[src/rtl/pipe_pkg.sv]
// Shared pipeline definitions: write-back select codes, default special register
// indices and the MEM/WB control bundle.
package pipe_pkg;

    localparam logic [1:0] WB_SEL_ALU = 2'd0;
    localparam logic [1:0] WB_SEL_MEM = 2'd1;
    localparam logic [1:0] WB_SEL_PC  = 2'd2;

    localparam int RS_REG_DEFAULT = 30;
    localparam int RA_REG_DEFAULT = 31;

    // Control half of MEM/WB; the XLEN-wide data fields travel beside it.
    typedef struct packed {
        logic       valid;
        logic [4:0] rd;
        logic       wren;
        logic [1:0] sel;
        logic       exc;
    } mw_ctrl_t;

endpackage

[src/rtl/mw_latch.sv]
// MEM/WB pipeline register: flush inserts a bubble (priority over stall),
// stall holds, otherwise load. Asynchronous active-low clear.
module mw_latch
    import pipe_pkg::*;
#(
    parameter int XLEN = 32
) (
    input  logic            clock,
    input  logic            reset,
    input  logic            stall,
    input  logic            flush,
    input  mw_ctrl_t        in_ctrl,
    input  logic [XLEN-1:0] in_o,
    input  logic [XLEN-1:0] in_d,
    input  logic [XLEN-1:0] in_pc1,
    input  logic [XLEN-1:0] in_exc_code,
    output mw_ctrl_t        ctrl,
    output logic [XLEN-1:0] o,
    output logic [XLEN-1:0] d,
    output logic [XLEN-1:0] pc1,
    output logic [XLEN-1:0] exc_code
);

    always_ff @(posedge clock or negedge reset) begin
        if (!reset) begin
            ctrl     <= '0;
            o        <= '0;
            d        <= '0;
            pc1      <= '0;
            exc_code <= '0;
        end else if (flush) begin
            ctrl.valid <= 1'b0;
        end else if (!stall) begin
            ctrl     <= in_ctrl;
            o        <= in_o;
            d        <= in_d;
            pc1      <= in_pc1;
            exc_code <= in_exc_code;
        end
    end

endmodule

[src/rtl/writeback_stage.sv]
// Write-back stage: MEM/WB register, result select, $0 suppression and forwarding tap.
// Optional retire counter / last_pc1 when WB_RETIRE_COUNT_EN is defined.
module writeback_stage
    import pipe_pkg::*;
#(
    parameter int XLEN   = 32,
    parameter int RS_REG = RS_REG_DEFAULT,
    parameter int RA_REG = RA_REG_DEFAULT
) (
    input  logic            clock,
    input  logic            reset,
    input  logic            mw_valid,
    input  logic [XLEN-1:0] mw_o,
    input  logic [XLEN-1:0] mw_d,
    input  logic [XLEN-1:0] mw_pc1,
    input  logic [4:0]      mw_rd,
    input  logic            mw_wren,
    input  logic [1:0]      mw_sel,
    input  logic            mw_exc,
    input  logic [XLEN-1:0] mw_exc_code,
    input  logic            stall,
    input  logic            flush,
`ifdef WB_RETIRE_COUNT_EN
    output logic [31:0]     retire_count,
    output logic [XLEN-1:0] last_pc1,
`endif
    output logic            ctrl_writeEnable,
    output logic [4:0]      ctrl_writeReg,
    output logic [XLEN-1:0] data_writeReg,
    output logic            fwd_valid,
    output logic [4:0]      fwd_rd,
    output logic [XLEN-1:0] fwd_data
);

    localparam logic [4:0] RS_IDX = 5'(RS_REG);

    // jal's link index is chosen by decode; it must not alias $0 or $rstatus.
    generate
        if (RA_REG == RS_REG || RA_REG == 0) begin : g_bad_ra
            $error("writeback_stage: RA_REG must differ from RS_REG and 0");
        end
    endgenerate

    mw_ctrl_t        in_ctrl;
    mw_ctrl_t        ctrl;
    logic [XLEN-1:0] o, d, pc1, exc_code;

    always_comb begin
        in_ctrl       = '0;
        in_ctrl.valid = mw_valid;
        in_ctrl.rd    = mw_rd;
        in_ctrl.wren  = mw_wren;
        in_ctrl.sel   = mw_sel;
        in_ctrl.exc   = mw_exc;
    end

    mw_latch #(.XLEN(XLEN)) u_mw_latch (
        .clock       (clock),
        .reset       (reset),
        .stall       (stall),
        .flush       (flush),
        .in_ctrl     (in_ctrl),
        .in_o        (mw_o),
        .in_d        (mw_d),
        .in_pc1      (mw_pc1),
        .in_exc_code (mw_exc_code),
        .ctrl        (ctrl),
        .o           (o),
        .d           (d),
        .pc1         (pc1),
        .exc_code    (exc_code)
    );

    logic [4:0]      wb_idx;
    logic [XLEN-1:0] wb_data;
    logic            wb_en;

    // An exception redirects to $rstatus and writes even if the instruction had wren=0.
    always_comb begin
        wb_idx  = ctrl.rd;
        wb_data = o;
        if (ctrl.exc) begin
            wb_idx  = RS_IDX;
            wb_data = exc_code;
        end else if (ctrl.sel == WB_SEL_PC) begin
            wb_data = pc1;
        end else if (ctrl.sel == WB_SEL_MEM) begin
            wb_data = d;
        end
        wb_en = ctrl.valid && (ctrl.wren || ctrl.exc) && (wb_idx != 5'd0);
    end

    assign ctrl_writeEnable = wb_en;
    assign ctrl_writeReg    = wb_en ? wb_idx  : 5'd0;
    assign data_writeReg    = wb_en ? wb_data : '0;

    assign fwd_valid = ctrl_writeEnable;
    assign fwd_rd    = ctrl_writeReg;
    assign fwd_data  = data_writeReg;

`ifdef WB_RETIRE_COUNT_EN
    // Every held-in-stage instruction retires once, on the edge it leaves the stage.
    always_ff @(posedge clock or negedge reset) begin
        if (!reset) begin
            retire_count <= '0;
            last_pc1     <= '0;
        end else if (ctrl.valid && !stall) begin
            retire_count <= retire_count + 32'd1;
            last_pc1     <= pc1;
        end
    end
`endif

endmodule

[config.mk]
export PLATFORM = sky130hd
export DESIGN_NAME = writeback_stage
export DESIGN_NICKNAME = d
export VERILOG_FILES = /design/src/rtl/pipe_pkg.sv /design/src/rtl/mw_latch.sv /design/src/rtl/writeback_stage.sv
export SDC_FILE = /design/constraint.sdc
export NUM_CORES = 1
export LEC_CHECK = 0
export CORE_MARGIN = 1
export CORE_UTILIZATION = 32
export CTS_CLUSTER_DIAMETER = 120
export DETAILED_ROUTE_END_ITERATION = 16
export PLACE_DENSITY_LB_ADDON = 0.2
export SLEW_MARGIN = 30
export SYNTH_ARGS = -nofsm -noshare
export SYNTH_HDL_FRONTEND = slang
export SYNTH_SLANG_ARGS = --single-unit
[constraint.sdc]
create_clock -name clock -period 2.3 [get_ports clock]
set_input_delay 0.69 -clock clock [delete_from_list [all_inputs] [get_ports clock]]
set_output_delay 0.69 -clock clock [all_outputs]
set_load 0.01 [all_outputs]
==> impl_results.md, run 1 <==
- Final hold slack: 218.6 ps
- Sink Count: 138
- Gpl congestion: 0.7852
- Port Buf Inserts: 217
- WL per Instance: 17.26 um
- # nets final: 999
- FMAX: 338.9 MHz
- CTS tree: built
- Clk_lat worst skew: 430 ps
- Critical path peak fanout: 5
- Measured slew at the worst slew-check pin: 594.6 ps
- CP Capture Type: primary output
- Final worst-path cycle share: 128.3%
- Worst relative slew slack: 60.36%
- H-tree level count: 4
- DIE AREA: 22210 sq um
- Max VDD drop: 0.0004521 V
- Vias per cell: 4.848
- Filler instances: 1870
- RSZ-0062 raised after global routing: true
- Clock Path Buffers: 2
- Grt ovf: 0
- Skew final: 0 ps
- Final setup fails: 74
- CTS clk-pin slew, worst paths: 70 ps
- Max Cap Violations: 0
- Syn avg cell area: 11.49 sq um
- Worst path max stage delay: 550 ps
- Die W: 149.0 um
- Most frequent cell after synthesis: dfrtp_1
- Post-placement cell count: 1070
- Global Route Usage Sum: 17.73%
- Via count: 5556
- Type of origin of the critical path: flop
- Main combinational cell family by area after synthesis: multiplexers
- Simple-Gate Fraction of Synth Area: 8.716%
- Starting Density: 32.81%
- Layout cells sized above 1: 43.10%
- Failing checks: setup timing
- Top post-synthesis cells by area: dfrtp_1 50%, mux2_2 17%, a211oi_1 6.9%, nor2b_1 5.3%, buf_4 4.9%
- Leakage: 4.527 nW
- Post-synth top area share: 49.91%
- Synth Area in Compound Gates: 14.59%
- Worst min path class: in2async
- Layout area overhead: 59.33%
- FF-to-FF End: u_mw_latch.ctrl[1]
- Worst R2R Start: u_mw_latch.ctrl[1]
- Slowest CP cell: or4_4
- Seq cells post-synth: 138
- Syn nets: 744
- Power Density: 713.5 nW/um^2
- Row count: 53
- DR iter-0 viols: 160
- First-pass GRT wire length: 29930 um
- Mapped Cells: 602
- Tmin final: 2951 ps
- Sequential area share after synthesis: 49.91%
- Number of flops mapped to enable cells by yosys: 0
- Synth Area in Adders: 0%
- TritonRoute pass-1 iters: 4
- CP Data Required Time: 1610 ps
- CP cell instances: or4_4, o21ai_4, buf_6, buf_12, buf_8, buf_6, a2111oi_4, buf_2
- Post-DP HPWL: 13400 um
- Most used DFF post-synth: dfrtp_1
- Synth unique cells: 26
- Residual DRC count: 0
- Post-synthesis xor/xnor area fraction: 0%
- Total Wirelength: 19780 um
- Post-synth top cells: 138 x dfrtp_1, 105 x mux2_2, 64 x a211oi_1, 59 x nor2b_1, 45 x buf_4
- Die height: 149.0 um
- Clock root cell: clkbuf_16
- Synthesized cell area: 6919 sq um
- Crit Path Class: reg2out
- Final Worst Setup Slack: -650.9 ps
- Cts bufs inserted: 17
- Reg2Reg Setup Slack: 1010 ps
- Synthesis Warnings: 0
- Boundary Pins: 218
- Vias in the first global route: 5769
- Initial antenna violation count: 1
- Post-route ant nets: 0
- Final Hold Vio Count: 0
- Slew Limit Fails: 0
- FFs w/ async S/R, synth: 100.0%
- Final Cell Area: 11020 sq um
- Post-route non-filler standard cell count: 1146
- Top cell by count, worst path: buf_6
- DP Area: 9625 sq um
- Cell taking the most area after synthesis: dfrtp_1
- Mux cell area share after synthesis: 17.23%
- Arrival @ worst endpoint: 2260 ps
- Status: finished with violations
- Largest net degree at the start of global routing: 70
- Utilization after layout: 52.28%
- Core box area: 21090 sq um
- Cell depth of the worst flop-to-flop path: 4
-- worst max path at each step --
| stage | to | depth (start not counted) | slack (ps) | startpoint |
|---|---|---|---|---|
| 4_1_cts | fwd_data[2] | 5 | -900 | u_mw_latch.ctrl[1] |
| 2_1_floorplan | fwd_data[16] | 4 | -110 | u_mw_latch.ctrl[0] |
| 6_report | data_writeReg[12] | 8 | -650 | u_mw_latch.ctrl[8] |
| 5_1_grt | fwd_data[12] | 8 | -720 | u_mw_latch.ctrl[8] |
| 3_5_place_dp | fwd_data[4] | 5 | -480 | u_mw_latch.ctrl[1] |
| 3_3_place_gp | data_writeReg[4] | 5 | -440 | u_mw_latch.ctrl[1] |
-- cell type report --
| class | instances | area, sq um | share of cell area [%] |
|---|---|---|---|
| Sequential cell | 138 | 3458 | 31.37 |
| Multi-Input combinational cell | 347 | 3333 | 30.24 |
| Timing Repair Buffer | 320 | 3182 | 28.86 |
| Clock buffer | 18 | 439.2 | 3.984 |
| Tap cell | 275 | 344.1 | 3.121 |
| Clock inverter | 14 | 138.9 | 1.260 |
| Inverter | 33 | 126.4 | 1.146 |
| Antenna cell | 1 | 2.502 | 0.02270 |
-- worst max-delay path, delay by kind of cell (launching register included) --
family,cells,cell delay [ps]
buf+inv,5,670
simple gates,1,550
flops,1,380
compound gates,2,230
-- metrics by stage --
stage | setup WS (ps) | TNS [ps] | power [mW]
6_report | -650.9 | -37260 | 7.865
5_1_grt | -722.0 | -42190 | 8.271
4_1_cts | -898.6 | -41340 | 7.582
3_5_place_dp | -481.6 | -28100 | 4.802
3_3_place_gp | -437.5 | -26250 | 4.754
2_1_floorplan | -108.4 | -1121 | 3.955
-- layout by cell type (no fill, tap or decap), drive strengths merged, types with 5 or more instances in the layout --
master	Yosys	routed
nand2	32	32
clkbuf	16	46
o21ai	34	34
dfrtp	138	138
inv	33	37
a211oi	64	64
nor2	8	8
buf	68	149
and2b	5	5
mux2	105	105
nor2b	59	59
a2111oi	32	32
clkinv	0	5
clkdlybuf4s50	0	140
-- layer usage --
metal | track usage, % | up-vias | wire (um)
met2 | 29.14 | 157 | 9552
met5 | 0 | - | 0
met1 | 22.42 | 2756 | 8828
met4 | 5.765 | 0 | 225
met3 | 4.954 | 19 | 1170
li1 | - | 2624 | -
-- flip-flops by register name, indices dropped and copies added, names as in the netlist --
signal               cells
u_mw_latch.o            32
u_mw_latch.exc_code     32
u_mw_latch.ctrl         10
u_mw_latch.pc1          32
u_mw_latch.d            32
-- cell families (layout without fill, tap and decap cells) --
logic type             after synthesis  after routing
other                                0              1
AO/OA/AOI/OAI                      131            131
flip-flops                         138            138
AND/OR/NAND/NOR                    110            110
buffers and inverters              117            385
multiplexers                       106            106
-- power by group --
group | internal (mW) | switching (mW)
sequential | 2.78 | 0.188
clock | 1.53 | 1.13
combinational | 1.25 | 0.987
-- timing repair --
item	4_1_cts	5_1_grt
setup endpoints to repair	76	76
hold buffers	0	0
buffers inserted	15	30
pin swaps	4	21
resized for setup	211	185
gates cloned	3	5
endpoints found under the hold margin	0	0
(Power assumes the default switching activity.)
==> run 2: changes to the inputs <==
Settings changed: TNS_END_PERCENT set to 1.
==> run 2 against run 1 <==
  * The run still ends with setup timing left
  * Global-route usage fell by 0.78 points
  * Final cell count fell by 3.8%
  * Cell area fell by 5.6%
  * Wire length fell by 5.1%
  * Via count fell by 5.3%
  * Sequential share of layout area rose by 1.9 points
  * Total power rose by 2.4%
  * Critical endpoint is now fwd_data[11]
  * Highest routed layer unchanged
==> impl_results.md, run 2 (synthesis results as in run 1) <==
- Status: finished with violations
- Failing checks: setup timing
- DIE AREA: 22210 sq um (unchanged)
- Clock root cell: clkbuf_16
- Type of origin of the critical path: flop
- Skew final: 0 ps (unchanged)
- Clock Path Buffers: 2 (unchanged)
- Largest net degree at the start of global routing: 74 (+5.7%)
- Delay-heaviest family, CP: buffers and inverters
- Sink Count: 138 (unchanged)
- Port Buf Inserts: 217 (unchanged)
- Global Route Usage Sum: 16.95% (-0.78 points)
- Die W: 149.0 um (unchanged)
- Worst path max stage delay: 550 ps (about the same)
- Boundary Pins: 218 (unchanged)
- Ant. Diodes: 0 (-1)
- FF-to-FF End: u_mw_latch.ctrl[1]
- Leakage: 4.237 nW (-6.4%)
- Post-DP HPWL: 12990 um (-3.1%)
- Vias per cell: 4.768 (-1.7%)
- WL per Instance: 17.01 um (-1.4%)
- TritonRoute pass-1 iters: 4 (unchanged)
- Crit path launch: u_mw_latch.ctrl[8]
- Tmin final: 2921 ps (-29.57 ps)
- Cell depth of the worst flop-to-flop path: 2 (-2)
- Grt ovf: 0 (unchanged)
- CTS clk-pin slew, worst paths: 60 ps (about the same)
- Measured slew at the worst slew-check pin: 483.0 ps (-111.6 ps)
- Starting Density: 32.81% (unchanged)
- Top cell by count, worst path: buf_12
- Levels on crit path: 7 (-1)
- Met3 wire len: 965 um (-18%)
- Via count: 5259 (-5.3%)
- Clk_lat worst skew: 410 ps (-20 ps)
- CTS Hold Bufs: 0 (unchanged)
- Row count: 53 (unchanged)
- Die height: 149.0 um (unchanged)
- Max VDD drop: 0.0004617 V (+2.1%)
- # nets final: 957 (-4.2%)
- Utilization after layout: 49.36% (-2.9 points)
- FMAX: 342.3 MHz (+1.0%)
- Final hold slack: 150.6 ps (-68.01 ps)
- Post-route ant nets: 0 (unchanged)
- First-pass GRT wire length: 28920 um (-3.4%)
- Cts bufs inserted: 17 (unchanged)
- Critical path peak fanout: 8 (+3)
- Worst min path class: in2async
- Buf/Inv on CP: 4 (-1)
- Final worst-path cycle share: 127.0% (-1.3 points)
- Gpl congestion: 0.7826 (-0.33%)
- Final Cell Area: 10410 sq um (-5.6%)
- Arrival @ worst endpoint: 2230 ps (-30 ps)
- Slew Limit Fails: 0 (unchanged)
- CP Capture Type: primary output
- Power Density: 773.6 nW/um^2 (+8.4%)
- Max Cap Violations: 0 (unchanged)
- Met1 wire length: 8132 um (-7.9%)
- RSZ-0062 raised after global routing: true
- Core box area: 21090 sq um (unchanged)
- DP Area: 9455 sq um (-1.8%)
- Vias in the first global route: 5409 (-6.2%)
- Most frequent cells in the layout: 148 x clkdlybuf4s50_1, 136 x dfrtp_1, 105 x mux2_2, 60 x a211oi_1, 59 x nor2b_1
- Final Worst Setup Slack: -621.4 ps (+29.57 ps)
- DR iter-0 viols: 161 (+0.63%)
- CP Data Required Time: 1610 ps (about the same)
- Setup TNS: -40620 ps (-3358 ps)
- Leading cell type in the layout, fill and taps excluded: clkdlybuf4s50_1
- Initial antenna violation count: 0 (-1)
- Worst Setup EP: fwd_data[11]
- Layout area overhead: 50.43%
- Worst R2R Start: u_mw_latch.ctrl[1]
- H-tree level count: 4 (unchanged)
- Top routing layer in use: met4
- CP cell instances: or4_4, o21ai_4, buf_12, buf_12, buf_4, a2111oi_4, buf_2
- CTS tree: built
- Worst relative slew slack: 67.61% (+7.2 points)
- Final setup fails: 74 (unchanged)
- Overall power: 8.053 mW (+2.4%)
- Residual DRC count: 0 (unchanged)
- Final Hold Vio Count: 0 (unchanged)
- Reg2Reg Setup Slack: 1160 ps (+150 ps)
- Filler instances: 1927 (+3.0%)
- Layout cells sized above 1: 37.08% (-6.0 points)
- Crit Path Class: reg2out
- Total Wirelength: 18770 um (-5.1%)
- DR WL met2: 9453 um (-1.0%)
- Slowest CP cell: or4_4
==> run 2: layout make-up <==
| type | instances | area (sq um) | share of cell area (%) |
|---|---|---|---|
| Timing Repair Buffer | 278 | 2664 | 25.59 |
| Clock inverter | 15 | 270.3 | 2.596 |
| Clock buffer | 17 | 425.4 | 4.087 |
| Inverter | 33 | 123.9 | 1.190 |
| Sequential cell | 138 | 3458 | 33.23 |
| Multi-Input combinational cell | 347 | 3123 | 30.00 |
| Tap cell | 275 | 344.1 | 3.306 |
==> run 2: metrics by stage <==
step                      setup WS, ps  std cells
after floorplan                 -108.4        602
after global placement          -553.8       1049
after detailed placement        -576.3       1049
after CTS                       -909.7       1081
after global routing            -709.3       1103
final                           -621.4       1103
==> run 2: worst min-delay path by stage <==
stage,end,cells after the start
2_1_floorplan,u_mw_latch.ctrl[0],0
3_3_place_gp,u_mw_latch.pc1[13],1
3_5_place_dp,u_mw_latch.pc1[12],1
4_1_cts,u_mw_latch.exc_code[0],1
5_1_grt,u_mw_latch.ctrl[8],1
6_report,u_mw_latch.ctrl[8],1
==> run 2: repair_timing <==
item,in CTS,in global routing
gates resized for setup,225,76
buffers inserted,0,25
pin swaps,1,11
cloned,0,1
setup endpoints to repair,76,76
==> run 2: power by group <==
part	internal (mW)	leakage [nW]	switching, mW
Sequential	2.78	1.64	0.190
Clock	2.15	0.334	1.09
Combinational	0.990	2.27	0.857
==> run 2: metal layers <==
metal	global-route usage [%]	vias to the layer above
met5	0	-
met4	4.949	0
met3	4.281	18
met2	28.67	138
met1	21.25	2575
li1	-	2528
